==> src/rtl/vram_arbiter.sv <==
// Video RAM arbiter: fixed-latency VGA fetches take priority over a CPU port,
// and a starvation limit can force a CPU slot at the cost of one VGA fetch.
module vram_arbiter #(
  parameter int unsigned AW           = 15,
  parameter int unsigned DW           = 8,
  parameter int unsigned STARVE_LIMIT = 64,
  parameter int unsigned WCNT_W       = 8
) (
  input  logic              clk,
  input  logic              reset,
  input  logic              vga_req,
  input  logic [AW-1:0]     vga_addr,
  output logic              vga_rvalid,
  output logic [DW-1:0]     vga_rdata,
  output logic              vga_underrun,
  input  logic              cpu_req,
  input  logic              cpu_we,
  input  logic [AW-1:0]     cpu_addr,
  input  logic [DW-1:0]     cpu_wdata,
  output logic              cpu_ack,
  output logic [DW-1:0]     cpu_rdata,
  output logic              cpu_starved,
  output logic [WCNT_W-1:0] cpu_wait_max,
  output logic              ram_en,
  output logic              ram_we,
  output logic [AW-1:0]     ram_addr,
  output logic [DW-1:0]     ram_wdata,
  input  logic [DW-1:0]     ram_rdata
);

  localparam logic [2:0] C_IDLE  = 3'd0;
  localparam logic [2:0] C_WAIT  = 3'd1;
  localparam logic [2:0] C_RD    = 3'd2;
  localparam logic [2:0] C_RDRET = 3'd3;
  localparam logic [2:0] C_ACK   = 3'd4;

  localparam logic              FORCE_EN = (STARVE_LIMIT != 0);
  localparam logic [WCNT_W-1:0] WCNT_MAX = '1;
  localparam logic [WCNT_W-1:0] WCNT_LIM = WCNT_W'(STARVE_LIMIT);

  logic [2:0]        state;
  logic [2:0]        state_nxt;
  logic [WCNT_W-1:0] wcnt;
  logic [1:0]        vga_pend;
  logic [1:0]        drop_pend;

  logic cpu_free_c;
  logic force_c;
  logic cpu_grant_c;
  logic vga_win_c;
  logic vga_drop_c;

  // Slot decision for the current cycle.
  always_comb begin
    cpu_free_c  = (state == C_IDLE) || (state == C_WAIT);
    force_c     = FORCE_EN && (state == C_WAIT) && (wcnt == WCNT_LIM);
    cpu_grant_c = cpu_req && cpu_free_c && (!vga_req || force_c);
    vga_win_c   = vga_req && !cpu_grant_c;
    vga_drop_c  = vga_req && cpu_grant_c;
  end

  always_ff @(posedge clk or negedge reset) begin
    if (!reset) begin
      state <= C_IDLE;
    end else begin
      state <= state_nxt;
    end
  end

  always_comb begin
    state_nxt = state;
    case (state)
      C_IDLE, C_WAIT: begin
        if (cpu_grant_c) begin
          state_nxt = cpu_we ? C_ACK : C_RD;
        end else begin
          state_nxt = cpu_req ? C_WAIT : C_IDLE;
        end
      end
      C_RD:    state_nxt = C_RDRET;
      C_RDRET: state_nxt = C_ACK;
      C_ACK:   state_nxt = C_IDLE;
      default: state_nxt = C_IDLE;
    endcase
  end

  // Memory issue, read-return pipelines and CPU bookkeeping.
  always_ff @(posedge clk or negedge reset) begin
    if (!reset) begin
      ram_en       <= 1'b0;
      ram_we       <= 1'b0;
      ram_addr     <= '0;
      ram_wdata    <= '0;
      vga_pend     <= '0;
      drop_pend    <= '0;
      vga_rvalid   <= 1'b0;
      vga_rdata    <= '0;
      vga_underrun <= 1'b0;
      cpu_ack      <= 1'b0;
      cpu_rdata    <= '0;
      cpu_starved  <= 1'b0;
      cpu_wait_max <= '0;
      wcnt         <= '0;
    end else begin
      ram_en <= vga_win_c || cpu_grant_c;
      ram_we <= cpu_grant_c && cpu_we;
      if (cpu_grant_c) begin
        ram_addr  <= cpu_addr;
        ram_wdata <= cpu_wdata;
      end else if (vga_win_c) begin
        ram_addr <= vga_addr;
      end

      vga_pend     <= {vga_pend[0], vga_win_c};
      drop_pend    <= {drop_pend[0], vga_drop_c};
      vga_rvalid   <= vga_pend[1];
      vga_underrun <= drop_pend[1];
      if (vga_pend[1]) begin
        vga_rdata <= ram_rdata;
      end

      cpu_ack <= (state_nxt == C_ACK);
      if (state == C_RDRET) begin
        cpu_rdata <= ram_rdata;
      end

      // Wait counter counts every ungranted request cycle, saturating.
      if (cpu_grant_c) begin
        wcnt <= '0;
        if ((state == C_WAIT) && (wcnt > cpu_wait_max)) begin
          cpu_wait_max <= wcnt;
        end
        if (force_c) begin
          cpu_starved <= 1'b1;
        end
      end else if ((state == C_IDLE) && cpu_req) begin
        wcnt <= WCNT_W'(1);
      end else if ((state == C_WAIT) && cpu_req) begin
        if (wcnt != WCNT_MAX) begin
          wcnt <= wcnt + 1'b1;
        end
      end else begin
        wcnt <= '0;
      end
    end
  end

endmodule

==> config.mk <==
export PLATFORM = sky130hd
export DESIGN_NAME = vram_arbiter
export DESIGN_NICKNAME = d
export VERILOG_FILES = /design/src/rtl/vram_arbiter.sv
export SDC_FILE = /design/constraint.sdc
export NUM_CORES = 1
export LEC_CHECK = 0
export ABC_AREA = 1
export CAP_MARGIN = 20
export CORE_MARGIN = 2
export CORE_UTILIZATION = 45
export DETAILED_ROUTE_END_ITERATION = 7
export GPL_ROUTABILITY_DRIVEN = 0
export PLACE_DENSITY_LB_ADDON = 0.15
export SLEW_MARGIN = 20
export SYNTH_ARGS = -nofsm -noshare
export SYNTH_HDL_FRONTEND = slang
export SYNTH_SLANG_ARGS = --single-unit
==> constraint.sdc <==
create_clock -name clk -period 2 [get_ports clk]
set_input_delay 0.3 -clock clk [delete_from_list [all_inputs] [get_ports clk]]
set_output_delay 0.3 -clock clk [all_outputs]
set_load 0.05 [all_outputs]
# Yosys cells after proc, flatten, opt, wreduce, memory -nomap -nowiden
# Cells that the tools add are included.
[totals]
ff_bits = 68
inputBits = 51
[op_classes]
addsub = 1
order_cmp = 1
n_eq_ne = 7
muxes = 10
reduce_logical = 19
[ops]
columns = ["op", "count"]
rows = [
  ["8-bit two-way mux", 4],
  ["15-bit two-way mux", 2],
  ["1-bit logical AND", 9],
  ["3-bit one-hot mux with 3 select lines", 1],
  ["8-bit by 1-bit adder with 8-bit output (second input constant)", 1],
  ["8-bit by 7-bit equality test with 1-bit output (second input constant)", 1],
  ["8-bit > comparator", 1],
  ["8-bit inequality test (second input constant)", 1],
  ["3-bit by 2-bit equality test with 1-bit output (second input constant)", 2],
  ["3-bit two-way mux", 2],
  ["4-bit by 3-bit inequality test with 1-bit output (second input constant)", 1],
  ["2-bit AND reduction", 2],
  ["3-bit by 1-bit equality test with 1-bit output (second input constant)", 1],
  ["3-bit equality test (second input constant)", 1],
  ["3-bit zero test", 1],
  ["1-bit logical OR", 3],
  ["1-bit zero test", 2],
  ["2-bit nonzero test", 1],
  ["2-bit OR reduction", 1],
  ["1-bit two-way mux", 1],
]

# Logic depth before layout (Yosys ltp)
[logic_depth]
depth_word = 8
mapped_depth = 12
depth_no_buf = 12

# Worst setup path before layout
# Ideal clock, no wire load.
[synth_path]
path_kind = "register -> register"
from = "register cpu_wait_max[7]"
to = "register cpu_wait_max[0]"
setup_ns = 0.119
t_arrival_ns = 1.732
required_time_ns = 1.881
setup_slack_ns = 0.148
stages_incl_launch_ff = 10
path_buffers = 0
period_less_slack_ns = 1.852
path_cell_list = "dfrtp_1 inv_1 ha_1 nand2_1 nor2_1 nand2_1 nand2_1 nand3_2 nand2_1 nand2_1"
[synth_via]
elab_chain_len = 3
[synth_rtl]
columns = ["item", "line", "rtl"]
rows = [
  ["from (decl)", "23", "output logic [WCNT_W-1:0] cpu_wait_max,"],
  ["from (signal assigned)", "131", "cpu_wait_max <= wcnt;"],
  ["8-bit > comparator", "130", "if ((state == C_WAIT) && (wcnt > cpu_wait_max)) begin"],
  ["1-bit logical AND", "130", ""],
  ["2-bit AND reduction (no source line)", "-", ""],
]
# Every way passes these cells.
# A chain may end at the register's enable or synchronous reset.

# Worst setup path in the final report
[layout_path]
from = "register wcnt[1]"
to = "register ram_addr[6]"
[layout_via]
elab_chain_len = 7
elab_cells_between_ends = 8
[layout_rtl]
columns = ["item", "line", "rtl"]
rows = [
  ["from (decl)", "43", "logic [WCNT_W-1:0] wcnt;"],
  ["from (signal assigned)", "140", "wcnt <= wcnt + 1'b1;"],
  ["8-bit by 7-bit equality test with 1-bit output *", "56", "force_c = FORCE_EN && (state == C_WAIT) && (wcnt == WCNT_LIM);"],
  ["1-bit logical AND *", "56", ""],
  ["1-bit logical OR *", "57", "cpu_grant_c = cpu_req && cpu_free_c && (!vga_req || force_c);"],
  ["1-bit logical AND *", "57", ""],
  ["1-bit zero test", "58", "vga_win_c = vga_req && !cpu_grant_c;"],
  ["1-bit logical AND", "58", ""],
  ["2-bit nonzero test (no source line)", "-", ""],
  ["to (signal assigned)", "108", "ram_addr <= cpu_addr;"],
  ["to (signal assigned)", "111", "ram_addr <= vga_addr;"],
  ["to (decl)", "26", "output logic [AW-1:0] ram_addr,"],
]
# Every way passes the cells marked *; elsewhere a longest branch is shown, timed or not.

==> impl_metrics.py <==
metrics = {
    "run_status": {
        "outcome": "completed",
    },
    "drt": {
        "wire_per_inst_um": 12.9,
        "drc": 0,
        "totalWireLength_um": 7030,
        "first_pass_iters": 7,
        "viasPerCell": 4.99,
        "first_iter_violations": 145,
        "dr_total_vias": 2708,
        "ant_nets": 0,
    },
    "final_layout": {
        "fin_cells": 543,
        "fillerInstances": 531,
        "finalInstanceArea_sq_um": 4420,
        "area_growth_pct": 45.6,
        "fin_nets": 523,
        "num_antenna_cells": 0,
        "drive_above_1_share_pct": 7.08,
        "final_util_pct": 68.8,
    },
    "floorplanning": {
        "ios": 104,
        "core_area_sq_um": 6420,
        "initial_utilization_pct": 47.2,
        "die_w_um": 86.1,
        "rows": 29,
        "design.die.area_sq_um": 7410,
        "dieHeight_um": 86.1,
    },
    "yosys": {
        "netlist_top_cells_count": "nand2_1 (104), dfrtp_1 (68), inv_1 (39)",
        "synthTopCellsByArea": "dfrtp_1 (56%), nand2_1 (13%), nand3_1 (6.1%), inv_1 (4.8%), ha_1 (4.1%)",
        "yosysSeqAreaShare_pct": 56.1,
        "netlist_area_sq_um": 3030,
        "synth_ff_type": "dfrtp_1",
        "ys_warn_count": 0,
        "yosys.area.top_type": "dfrtp_1",
        "netlist_instances": 349,
        "ys_ff_latch": 68,
        "synth_top_area_share_pct": 56.1,
        "synthesis.nets": 410,
        "synthArstFlopShare_pct": 100,
        "synth_cell_type_count": 24,
        "synth_most_common_cell": "nand2_1",
        "syn_avg_cell_area_sq_um": 8.69,
        "synth_edf_count": 0,
    },
    "sta": {
        "fin_crit_sh_pct": 92.1,
        "fin_skew_ns": 0.0106,
        "fmax_mhz": 543,
        "finalHoldViolCount": 0,
        "layout_setup_ws_ns": 0.159,
        "hold_ws_ns": 0.350,
        "fin_crit_ns": 1.84,
        "rsz0062_at_grt": "no",
        "slew_headroom_pct": 60.6,
        "drv_slew": 0,
        "tightest_slew_ns": 0.590,
        "setup_tns_ns": 0,
        "setup_viol": 0,
    },
    "critical_path": {
        "critPathBufInv": 3,
        "cp_data_required_time_ns": 2.27,
        "cp.depth": 9,
        "endpoint": "ram_addr[6]$_DFFE_PN0P_",
        "startpoint_type": "flop",
        "crit_chain": "inv_1 > ha_1 > inv_1 > nor2_1 > nand3_2 > a21oi_4 > buf_4 > nand2_1 > nand3_1",
        "cp_slowest_cell": "dfrtp_1",
        "worstRegToRegCells": 9,
        "reg2reg_slack_ns": 0.16,
        "critPathMaxStageDelay_ns": 0.45,
        "r2r-end": "ram_addr[6]$_DFFE_PN0P_",
        "critical_path_class": "reg2reg",
        "endpoint_kind": "flop",
        "worstSetupStartpoint": "wcnt[1]$_DFFE_PN0P_",
        "r2r_start": "wcnt[1]$_DFFE_PN0P_",
        "path_common_cell": "inv_1",
        "arrival_ns": 2.11,
        "critPathMaxFanout": 15,
        "cpLargestDelayFamily": "simple AND/OR/NAND/NOR gates",
    },
    "grt": {
        "grt.overflow.total": 0,
        "grt_max_degree": 69,
        "grt_pass1_wl_um": 11900,
        "grt_pass1_vias": 2684,
        "grt_usage_pct": 20.2,
        "antenna_found_initial": 0,
    },
    "placed_design": {
        "portBuffers": 103,
        "dp_hpwl_um": 5160,
        "post-place-ws_ns": 0.133,
        "placed_cell_area_sq_um": 4170,
        "dpl.cell_count": 527,
    },
    "cts": {
        "numCtsBuffers": 9,
        "clk_pin_slew_ns": 0.07,
        "htreeDepth": 3,
        "root_buffer": "clkbuf_8",
        "cts_tree": "yes",
        "cts_buffer_depth": 2,
        "postCtsSetupRepairBufs": 0,
        "cts.sinks": 68,
        "clk-insertion-delay-late_ns": 0.33,
    },
    "power_and_ir_drop": {
        "sequentialPowerShare_pct": 33.8,
        "total_power_mw": 5.63,
        "p_sw_share_pct": 42.3,
        "power_leakage_nw": 2.09,
        "p_comb_share_pct": 44.3,
        "power.density_nw_per_um2": 1280,
        "p_int_mw": 3.25,
        "peakVddDrop_uv": 714,
        "switchingPower_mw": 2.38,
        "pwr-share-clk_pct": 21.9,
    },
    "min_path": {
        "min_path_type": "reg2reg",
    },
    "flow_run": {
        "drv_cap": 0,
    },
}
-- state kept, by name, indices dropped and copies added, names as in the netlist, 2 cells and up --
register,count
ram_wdata,8
vga_rdata,8
state,3
cpu_rdata,8
ram_addr,15
drop_pend,2
cpu_wait_max,8
vga_pend,2
wcnt,8
-- kinds of logic after synthesis --
group	count (synthesis)	share of synthesized area, %
AND/OR/NAND/NOR	185	26.4
adder cells (fa/ha/maj)	10	4.13
flip-flops	68	56.1
AO/OA/AOI/OAI	34	6.35
buffers and inverters	52	6.97
-- power by group through the flow --
stage	clock network [mW]	registers, mW	logic (mW)
floorplan	0	2.95	0.550
global placement	0	1.92	2.46
detailed placement	0	1.92	2.50
CTS	1.25	1.91	2.50
global route	1.32	1.95	2.65
finish	1.23	1.90	2.50
-- layer usage --
layer	track usage (%)	vias to the layer above	share of wire, %
li1	-	1347	-
met4	8.23	0	1.5
met2	32.1	85	48
met5	0	-	0
met3	4.91	10	6.1
met1	26.6	1266	45
-- worst min-delay path by stage --
stage                                 startpoint                      to  cells after the start
after floorplan                            reset       cpu_ack$_DFF_PN0_                      0
after global placement    drop_pend[1]$_DFF_PN0_  vga_underrun$_DFF_PN0_                      0
after detailed placement  drop_pend[1]$_DFF_PN0_  vga_underrun$_DFF_PN0_                      0
after CTS                 drop_pend[1]$_DFF_PN0_  vga_underrun$_DFF_PN0_                      0
after global routing      drop_pend[1]$_DFF_PN0_  vga_underrun$_DFF_PN0_                      0
final                     drop_pend[1]$_DFF_PN0_  vga_underrun$_DFF_PN0_                      0
-- cell type report --
type,count,area [sq um],area share [%]
Clock buffer,11,141,3.20
Clock inverter,4,73.8,1.67
Inverter,42,161,3.66
Multi-Input combinational cell,229,1130,25.6
Sequential cell,68,1700,38.5
Tap cell,77,96.3,2.18
Timing Repair Buffer,112,1110,25.1
-- timing repair --
item                                   4_1_cts  5_1_grt
setup endpoints to repair                    0        6
resized for setup                            0        3
endpoints found under the hold margin       61        0
hold buffers                                 1        0
-- placed cells by master (no fill, tap or decap), types with 7 or more instances in the layout --
cell / synthesis / final
nand2_1: 104 / 104
clkdlybuf4s50_1: 0 / 102
dfrtp_1: 68 / 68
inv_1: 39 / 39
nand3_1: 37 / 37
nor2_1: 24 / 24
a21oi_1: 15 / 15
o21ai_0: 11 / 11
nand4_1: 11 / 11
ha_1: 10 / 10
clkbuf_8: 0 / 10
buf_4: 3 / 7
No activity file was read; power rests on OpenSTA's default activity.
